### config.mk
export PLATFORM = sky130hd
export DESIGN_NAME = cic_integrator_decim
export DESIGN_NICKNAME = d
export VERILOG_FILES = /design/src/rtl/cic_pkg.sv /design/src/rtl/integrator_stage.sv /design/src/rtl/cic_integrator_decim.sv
export SDC_FILE = /design/constraint.sdc
export NUM_CORES = 1
export LEC_CHECK = 0
export ABC_AREA = 0
export BUFFER_PORTS_ARGS = -buffer_cell sky130_fd_sc_hd__buf_2
export CAP_MARGIN = 20
export CORE_MARGIN = 3
export CORE_UTILIZATION = 55
export DETAILED_ROUTE_END_ITERATION = 10
export PLACE_DENSITY = 0.73
export SYNTH_ARGS = -nofsm -noshare
export SYNTH_HDL_FRONTEND = slang
export SYNTH_SLANG_ARGS = --single-unit
### constraint.sdc
create_clock -name clk -period 3.35 [get_ports clk]
set_input_delay 0.1675 -clock clk [delete_from_list [all_inputs] [get_ports clk]]
set_output_delay 0.1675 -clock clk [all_outputs]
set_load 0.02 [all_outputs]
### src/rtl/cic_pkg.sv
// Shared constants and helpers for the CIC decimation filter.
// The integrator/decimator half and the downstream comb chain both use
// CIC_OW so that the two halves agree on the wrapped arithmetic width.
package cic_pkg;

    // Ceiling log2 for elaboration-time sizing; clog2(1) == 0.
    function automatic int clog2(input int value);
        int result;
        int remaining;
        result    = 0;
        remaining = value - 1;
        while (remaining > 0) begin
            result    = result + 1;
            remaining = remaining >> 1;
        end
        return result;
    endfunction

    // Default filter configuration.
    localparam int CIC_W  = 10;
    localparam int CIC_N  = 3;
    localparam int CIC_R  = 8;

    // Bit growth of n integrators at ratio r is n*clog2(r); this width is
    // exactly enough for wrapped integrators to give exact comb results.
    localparam int CIC_OW = CIC_W + CIC_N * clog2(CIC_R);

endpackage

### src/rtl/integrator_stage.sv
// One integrator of the CIC chain: a modular accumulator plus the flop that
// carries the sample qualifier to the next stage, so every stage sees its
// input exactly one cycle after the previous stage updated.
module integrator_stage
    import cic_pkg::*;
#(
    parameter int ow = CIC_OW
) (
    input  logic          clk,
    input  logic          rstn,
    input  logic          clr,
    input  logic          en,
    input  logic [ow-1:0] din,
    output logic [ow-1:0] dout,
    output logic          vld_out
);

    logic [ow-1:0] r_acc;
    logic          r_vld;

    // Accumulate on qualified samples and delay the qualifier by one cycle.
    always_ff @(posedge clk or negedge rstn) begin
        if (!rstn) begin
            r_acc <= '0;
            r_vld <= 1'b0;
        end else if (clr) begin
            r_acc <= '0;
            r_vld <= 1'b0;
        end else begin
            // NOTE: non-blocking assignments let the next stage read this
            // accumulator's pre-edge value, which is what keeps the pipeline
            // skew correct; blocking here would collapse stages together.
            r_vld <= en;
            if (en) begin
                // Plain ow-bit addition: wrap-around is intended, the comb
                // differences downstream cancel it exactly.
                r_acc <= r_acc + din;
            end
        end
    end

    assign dout    = r_acc;
    assign vld_out = r_vld;

endmodule

### src/rtl/cic_integrator_decim.sv
// Integrator and decimator half of a CIC decimation filter.
// n cascaded integrators run at the input rate; every r-th result leaving
// the last stage is registered as one output sample with a one-cycle strobe.
// A synchronous clr empties the pipeline and the decimation phase but keeps
// the last output sample on dout.
module cic_integrator_decim
    import cic_pkg::*;
#(
    parameter int w  = CIC_W,
    parameter int n  = CIC_N,
    parameter int r  = CIC_R,
    parameter int ow = CIC_OW
) (
    input  logic          clk,
    input  logic          rstn,
    input  logic [w-1:0]  din,
    input  logic          din_vld,
    input  logic          clr,
    output logic [ow-1:0] dout,
    output logic          dout_vld
);

    // Decimation counter width; at least one bit since r >= 2.
    localparam int CW = (clog2(r) < 1) ? 1 : clog2(r);
    localparam logic [CW-1:0] CNT_LAST = CW'(r - 1);

    // Reject configurations the wrapped arithmetic cannot support.
    if (n < 1 || n > 6) begin : g_bad_n
        $error("cic_integrator_decim: n must be in 1..6");
    end
    if (r < 2) begin : g_bad_r
        $error("cic_integrator_decim: r must be at least 2");
    end
    if (ow < w + n * clog2(r)) begin : g_bad_ow
        $error("cic_integrator_decim: ow must be >= w + n*clog2(r)");
    end

    // Stage k reads index k-1; index 0 is the sign-extended input sample.
    logic [ow-1:0] w_acc [0:n];
    logic          w_vld [0:n];

    assign w_acc[0] = {{(ow - w){din[w-1]}}, din};
    assign w_vld[0] = din_vld;

    for (genvar k = 1; k <= n; k++) begin : g_stage
        integrator_stage #(
            .ow (ow)
        ) u_stage (
            .clk     (clk),
            .rstn    (rstn),
            .clr     (clr),
            .en      (w_vld[k-1]),
            .din     (w_acc[k-1]),
            .dout    (w_acc[k]),
            .vld_out (w_vld[k])
        );
    end

    logic [CW-1:0] r_cnt;
    logic [ow-1:0] r_dout;
    logic          r_dout_vld;

    // Count qualified last-stage results and capture every r-th one.
    always_ff @(posedge clk or negedge rstn) begin
        if (!rstn) begin
            r_cnt      <= '0;
            r_dout     <= '0;
            r_dout_vld <= 1'b0;
        end else if (clr) begin
            // dout deliberately keeps its last sample across a clear.
            r_cnt      <= '0;
            r_dout_vld <= 1'b0;
        end else if (w_vld[n]) begin
            if (r_cnt == CNT_LAST) begin
                r_dout     <= w_acc[n];
                r_dout_vld <= 1'b1;
                r_cnt      <= '0;
            end else begin
                r_cnt      <= r_cnt + CW'(1);
                r_dout_vld <= 1'b0;
            end
        end else begin
            r_dout_vld <= 1'b0;
        end
    end

    assign dout     = r_dout;
    assign dout_vld = r_dout_vld;

endmodule

==> qor_table.md, run 1 <==
| Item | This run |
| --- | --- |
| Die width | 108.1 µm |
| Setup total negative slack | 0 ps |
| Post-CTS clock slew at the launch and capture registers of the worst setup and hold paths | 80 ps |
| Commonest non-fill, non-tap cells in the layout | sky130_fd_sc_hd__nand2_1, sky130_fd_sc_hd__dfrtp_1, sky130_fd_sc_hd__nor2_1 |
| Fin area | 6230 µm² |
| Final RePlAce weighted congestion | 0.8673 |
| Count of synthesis-stage warnings from yosys | 0 |
| Worst slew slack as a fraction of its limit | 0.3935 |
| Worst supply voltage drop on vdd | 0.3294 mV |
| Number of antenna violations at the first check in global routing | 0 |
| Setup repair after global routing missed its margin | no |
| Number of violations of the max-capacitance limit | 0 |
| RR Startpoint | g_stage[2].u_stage.dout[0] |
| Min-Delay Path Class | primary input to flop |
| Worst-case clock skew | 6.402 ps |
| Syn Std Cell Area | 5729 µm² |
| Setup slack at placement | 424.5 ps |
| Share of Yosys cell area claimed by the top area cell type | 0.3625 |
| Leak | 3.164 nW |
| Area leader, netlist | sky130_fd_sc_hd__dfrtp_1 |
| CTS Root Cell | sky130_fd_sc_hd__clkbuf_8 |
| Htree depth | 3 |
| Count of unresolved DRC violations after routing | 0 |
| Fraction of synthesis flops using an asynchronous set or reset pin | 1.000 |
| Arrival time at the worst endpoint | 3170 ps |
| # nets final | 720 |
| Per-cell routed wire length | 15.44 µm |
| DP Cell Count | 767 |
| Pin count of the biggest net entering global routing | 84 |
| Via count of the first global-routing pass | 4465 |
| Worst setup slack for register-to-register paths | 410 ps |
| Die Area | 11680 µm² |
| Final hold violations | 0 |
| Clock buffer count from CTS | 9 |
| Fraction of layout cells with a size suffix above 1 | 0.08602 |
| Origin of the worst min-delay path | din[0] |
| CP Launch Point | g_stage[2].u_stage.dout[0] |
| Critical path data required time | 3580 ps |
| Number of pins with negative max-slew slack in the final report | 0 |
| Startpoint type of the worst setup path | flop |
| Most frequent standard cell in the layout excluding fill and tap cells | sky130_fd_sc_hd__nand2_1 |
| Antenna Violating Nets Remaining | 0 |
| Chip Height | 108.1 µm |
| Tot GR Track Use | 0.2179 |
| Status | completed |
| Core area | 9955 µm² |
| Synthesized Nets | 697 |
| Deepest clock path buffer count | 2 |
| Smallest hold slack | 204.9 ps |
| DRT iter0 DRCs | 189 |
| Final Util | 0.6258 |
| Worst Setup Path Type | flop to flop |
| TritonRoute pass-1 iters | 4 |
| Final Non-Filler Cells | 784 |
| Fraction of the yosys area taken by sequential cells | 0.3625 |
| Crit-path max FO | 3 |
| Achievable Freq | 339.9 MHz |
| Row cnt | 36 |
| Tcrit/Tclk final | 0.8782 |
| Wire length of the first global-routing pass | 20590 µm |
| Postcts setup bufs | 0 |
| Area post-placement | 5979 µm² |
| Mapped Cells | 624 |
| Number of flops mapped to enable cells by yosys | 0 |
| Register bit count reported by yosys | 83 |
| Mean area per synthesized cell | 9.181 µm² |
| Distinct cells, synth | 57 |
| Number of top-level design ports | 34 |
| Number of sinks handled by clock tree synthesis | 83 |
| I/O Buffers | 33 |
| TritonCTS clock tree | done |
| Endpoints failing setup | 0 |
| Later-pin clock latency in the skew report | 350 ps |
| Effective utilization at floorplan | 0.5755 |
| Synthesis-to-layout area growth | 8.735% |
| Post-DR vias/cell | 5.814 |
| Slew at the pin with the worst max-slew slack | 909.8 ps |
| PD cells | 410.9 nW/µm² |
| Pwr Total | 2.560 mW |
| Routed via count | 4558 |
| Nature of the critical path endpoint | flop |
| Leftover overflow at the end of global routing | 0 |
| Top FF cell, synth | sky130_fd_sc_hd__dfrtp_1 |
| Antenna Cells | 0 |
| Time the final worst path needs with I/O delays and setup | 2942 ps |
| Detailed Place HPWL | 8938 µm |
| Final worst setup slack | 408.2 ps |
| Top area cells in the synthesized netlist | sky130_fd_sc_hd__dfrtp_1, sky130_fd_sc_hd__ha_1, sky130_fd_sc_hd__nand2_1 |
| # resized after CTS | 0 |
| Final wirelength | 12110 µm |
-- timing repair --
item | in CTS | in global routing
hold buffers | 0 | 1
endpoints found under the hold margin | 0 | 28
endpoints found under the setup margin | 0 | 0
-- metal layers --
layer  share of wire  GRT usage  vias up
met5               0          0        -
met4          0.0093    0.05410        0
met3           0.029    0.03940       10
met2            0.49     0.3721       59
met1            0.47     0.2878     2172
li1                -          -     2317
-- critical path, cell delays in order (launching register included) --
cell and delay (ps):
sky130_fd_sc_hd__dfrtp_1 400, sky130_fd_sc_hd__ha_1 240, sky130_fd_sc_hd__fa_1 420, sky130_fd_sc_hd__a21oi_1 210
sky130_fd_sc_hd__nor2_1 110, sky130_fd_sc_hd__or3_1 370, sky130_fd_sc_hd__a31o_2 270, sky130_fd_sc_hd__a221oi_2 250
sky130_fd_sc_hd__mux2i_1 220, sky130_fd_sc_hd__mux2_1 340
-- power by group --
part	internal, mW	total [mW]	switching, mW
clock	0.423	0.765	0.343
combinational	0.292	0.667	0.375
sequential	1.06	1.13	0.0699
total	1.77	2.56	0.788
-- synthesized netlist by cell type, types with 13 or more instances --
master and number:
sky130_fd_sc_hd__nand2_1 89, sky130_fd_sc_hd__dfrtp_1 83, sky130_fd_sc_hd__nor2_1 67, sky130_fd_sc_hd__ha_1 56, sky130_fd_sc_hd__a21oi_1 37, sky130_fd_sc_hd__mux2i_1 32, sky130_fd_sc_hd__xnor2_1 29, sky130_fd_sc_hd__o21ai_0 23
sky130_fd_sc_hd__a211oi_1 15, sky130_fd_sc_hd__a21o_1 15, sky130_fd_sc_hd__clkbuf_1 15, sky130_fd_sc_hd__o211ai_1 14, sky130_fd_sc_hd__inv_1 13
-- sequential cells by signal (all words and copies together), names as in the netlist --
| register | flops |
|---|---|
| dout | 19 |
| dout_vld | 1 |
| g_stage.u_stage.dout | 57 |
| g_stage.u_stage.vld_out | 3 |
| r_cnt | 3 |
-- cell families after synthesis --
logic type	count (synthesis)	synth area share
buffers and inverters	37	0.02446
DFF	83	0.3625
muxes	33	0.05787
xor gates and xnor gates	37	0.05656
AOI/OAI and AO/OA	168	0.2046
adders and majority gates	59	0.1328
and+or+nand+nor	207	0.1612
-- worst paths after layout --
| path | end | cells past startpoint |
|---|---|---|
| worst max register to register | g_stage[3].u_stage.dout[18] | 9 |
| worst min-delay path | g_stage[1].u_stage.dout[0] | 4 |
| worst min register to register | dout[6] | 2 |
| worst max-delay path | g_stage[3].u_stage.dout[18] | 9 |
| min in group asynchronous | g_stage[1].u_stage.dout[17] | 2 |
| max in group asynchronous | g_stage[3].u_stage.dout[14] | 3 |
-- cell type report --
class,instances,area [µm²]
well taps,133,166.4
multi-input cells,504,3512
repair buffers,36,212.7
inverters,13,48.80
fillers,837,3725
flip-flops and latches,83,2077
clock inverters,1,30.03
clock buffers,14,182.7
No activity file was read; power rests on OpenSTA's default activity.
==> inputs of run 2 (changes only) <==
--- a/config.mk
+++ b/config.mk
@@ -12,6 +12,7 @@
 export CORE_UTILIZATION = 55
 export DETAILED_ROUTE_END_ITERATION = 10
 export PLACE_DENSITY = 0.73
+export RECOVER_POWER = 25
 export SYNTH_ARGS = -nofsm -noshare
 export SYNTH_HDL_FRONTEND = slang
 export SYNTH_SLANG_ARGS = --single-unit
==> run 2 against run 1 <==
Compared with the run above:
- critical path type unchanged
- clock power about the same
- setup slack unchanged
- sequential share of layout area about the same
- hold slack better by 0.61 ps
- largest cell class unchanged
- largest power group unchanged
- utilization down 0.050 points
- the flow now finishes with violations (max-capacitance violations, max-slew violations)
- wire length about the same
- sequential power about the same
- critical path depth unchanged
- combinational power about the same
- via count unchanged
==> qor_table.md, run 2 (same netlist as run 1, synthesis figures left out) <==
| Item | This run |
| --- | --- |
| Worst hold path stage count | 4 |
| Max FFs per register | 57 |
| Origin of the worst min-delay path | din[0] |
| Die Area | 11680 µm² |
| Pwr Total | 2.560 mW |
| Final wirelength | 12100 µm |
| Endpoint of the worst-slack reg-to-reg timing path | g_stage[3].u_stage.dout[18] |
| Synthesis-to-layout area growth | 8.648% |
| Final RePlAce weighted congestion | 0.8673 |
| Cell family contributing the most delay on the critical path | compound AO/OA/AOI/OAI gates |
| Pin count of the biggest net entering global routing | 84 |
| TritonCTS clock tree | done |
| CTS Root Cell | sky130_fd_sc_hd__clkbuf_8 |
| Effective utilization at floorplan | 0.5755 |
| CP Launch Point | g_stage[2].u_stage.dout[0] |
| Number of violations of the max-capacitance limit | 1 |
| Antenna Cells | 0 |
| Later-pin clock latency in the skew report | 350 ps |
| Fraction of layout cells with a size suffix above 1 | 0.08295 |
| Detailed Place HPWL | 8938 µm |
| # resized after CTS | 0 |
| Count of unresolved DRC violations after routing | 0 |
| Final worst setup slack | 408.2 ps |
| Worst supply voltage drop on vdd | 0.3294 mV |
| RR Startpoint | g_stage[2].u_stage.dout[0] |
| Achievable Freq | 339.9 MHz |
| Count of buffering cells on the critical path with inverters included | 0 |
| Core area | 9955 µm² |
| Slew at the pin with the worst max-slew slack | 1716 ps |
| Worst-case clock skew | 6.402 ps |
| Number of sinks handled by clock tree synthesis | 83 |
| Post-DR vias/cell | 5.814 |
| Worst slew slack as a fraction of its limit | -0.1440 |
| Tot GR Track Use | 0.2179 |
| Number of top-level design ports | 34 |
| Routed via count | 4558 |
| Startpoint type of the worst setup path | flop |
| Maximum single-stage delay on the critical path | 420 ps |
| Endpoints failing setup | 0 |
| Deepest clock path buffer count | 2 |
| Failing checks | max-capacitance violations, max-slew violations |
| PD cells | 411.2 nW/µm² |
| TritonRoute pass-1 iters | 4 |
| Number of antenna violations at the first check in global routing | 0 |
| Status | complete, but fails checks |
| Wire length of the first global-routing pass | 20590 µm |
| Setup total negative slack | 0 ps |
| Clock buffer count from CTS | 9 |
| Number of pins with negative max-slew slack in the final report | 29 |
| Slowest cell on the critical path | sky130_fd_sc_hd__fa_1 |
| Critical path data required time | 3580 ps |
| Per-cell routed wire length | 15.44 µm |
| Antenna Violating Nets Remaining | 0 |
| Nature of the critical path endpoint | flop |
| List of cells traversed by the critical path | ha_1 > fa_1 > a21oi_1 > nor2_1 > or3_1 > a31o_2 > a221oi_2 > mux2i_1 > mux2_1 |
| Setup repair after global routing missed its margin | no |
| Htree depth | 3 |
| Setup slack at placement | 424.5 ps |
| Final hold violations | 0 |
| Worst Setup Path Type | flop to flop |
| Most frequent standard cell in the layout excluding fill and tap cells | sky130_fd_sc_hd__nand2_1 |
| DRT iter0 DRCs | 189 |
| I/O Buffers | 33 |
| Leak | 3.157 nW |
| Min-Delay Path Class | primary input to flop |
| Via count of the first global-routing pass | 4465 |
| Die width | 108.1 µm |
| Row cnt | 36 |
| Tcrit/Tclk final | 0.8782 |
| Leftover overflow at the end of global routing | 0 |
| Time the final worst path needs with I/O delays and setup | 2942 ps |
| Min-Delay Endpoint | g_stage[1].u_stage.dout[0] |
| Count of cells along the worst register-to-register path | 9 |
| Arrival time at the worst endpoint | 3170 ps |
| Crit-path max FO | 3 |
| # nets final | 720 |
| Chip Height | 108.1 µm |
| Commonest non-fill, non-tap cells in the layout | sky130_fd_sc_hd__nand2_1, sky130_fd_sc_hd__dfrtp_1, sky130_fd_sc_hd__nor2_1 |
| Post-CTS clock slew at the launch and capture registers of the worst setup and hold paths | 80 ps |
| Worst setup slack for register-to-register paths | 410 ps |
## run 2: cell types whose count changed in the layout (fill, tap and decap cells not counted), sizes merged
cell / change
clkbuf: +2
buf: -2
## run 2: area by class of cell
cell class,instances,area [µm²]
multi-input cells,504,3512
flip-flops and latches,83,2077
inverters,13,48.80
well taps,133,166.4
fillers,838,3730
clock buffers,14,182.7
clock inverters,1,30.03
repair buffers,36,207.7
## run 2: worst max-delay path by stage
stage,end,cells past startpoint
2_1_floorplan,g_stage[3].u_stage.dout[18],9
3_3_place_gp,g_stage[3].u_stage.dout[18],9
3_5_place_dp,g_stage[3].u_stage.dout[18],9
4_1_cts,g_stage[3].u_stage.dout[18],9
5_1_grt,g_stage[3].u_stage.dout[18],9
6_report,g_stage[3].u_stage.dout[18],9
## run 2: repair_timing
item | CTS | global route
setup buffers | 0 | 0
endpoints found under the hold margin | 0 | 28
hold buffers | 0 | 1
## run 2: stage by stage
step	area, µm²	utilization	hold WS, ps	instances
6_report	6225	0.6253	205.5	784
5_1_grt	6225	0.6253	212.1	784
4_1_cts	6192	0.6220	33.11	782
3_5_place_dp	5979	0.6007	413.1	767
3_3_place_gp	5979	0.6007	399.8	767
2_1_floorplan	5729	-	-128.1	624
## run 2: worst register-to-register path: stages (launching register included)
cell and delay [ps]:
sky130_fd_sc_hd__dfrtp_1 400, sky130_fd_sc_hd__ha_1 240, sky130_fd_sc_hd__fa_1 420, sky130_fd_sc_hd__a21oi_1 210, sky130_fd_sc_hd__nor2_1 110, sky130_fd_sc_hd__or3_1 370, sky130_fd_sc_hd__a31o_2 270, sky130_fd_sc_hd__a221oi_2 250
sky130_fd_sc_hd__mux2i_1 220, sky130_fd_sc_hd__mux2_1 340
## run 2: report_power, final
part / switching (mW) / leakage (nW) / internal (mW) / total [mW]
clock network: 0.343 / 0.109 / 0.423 / 0.765
logic: 0.375 / 1.91 / 0.292 / 0.667
registers: 0.0699 / 1.14 / 1.06 / 1.13
total: 0.788 / 3.16 / 1.77 / 2.56
## run 2: layer usage
layer	vias to the layer above	part of all wire	track usage
met1	2172	0.47	0.2878
met5	-	0	0
met3	10	0.029	0.03940
li1	2317	-	-
met4	0	0.0093	0.05410
met2	59	0.49	0.3721
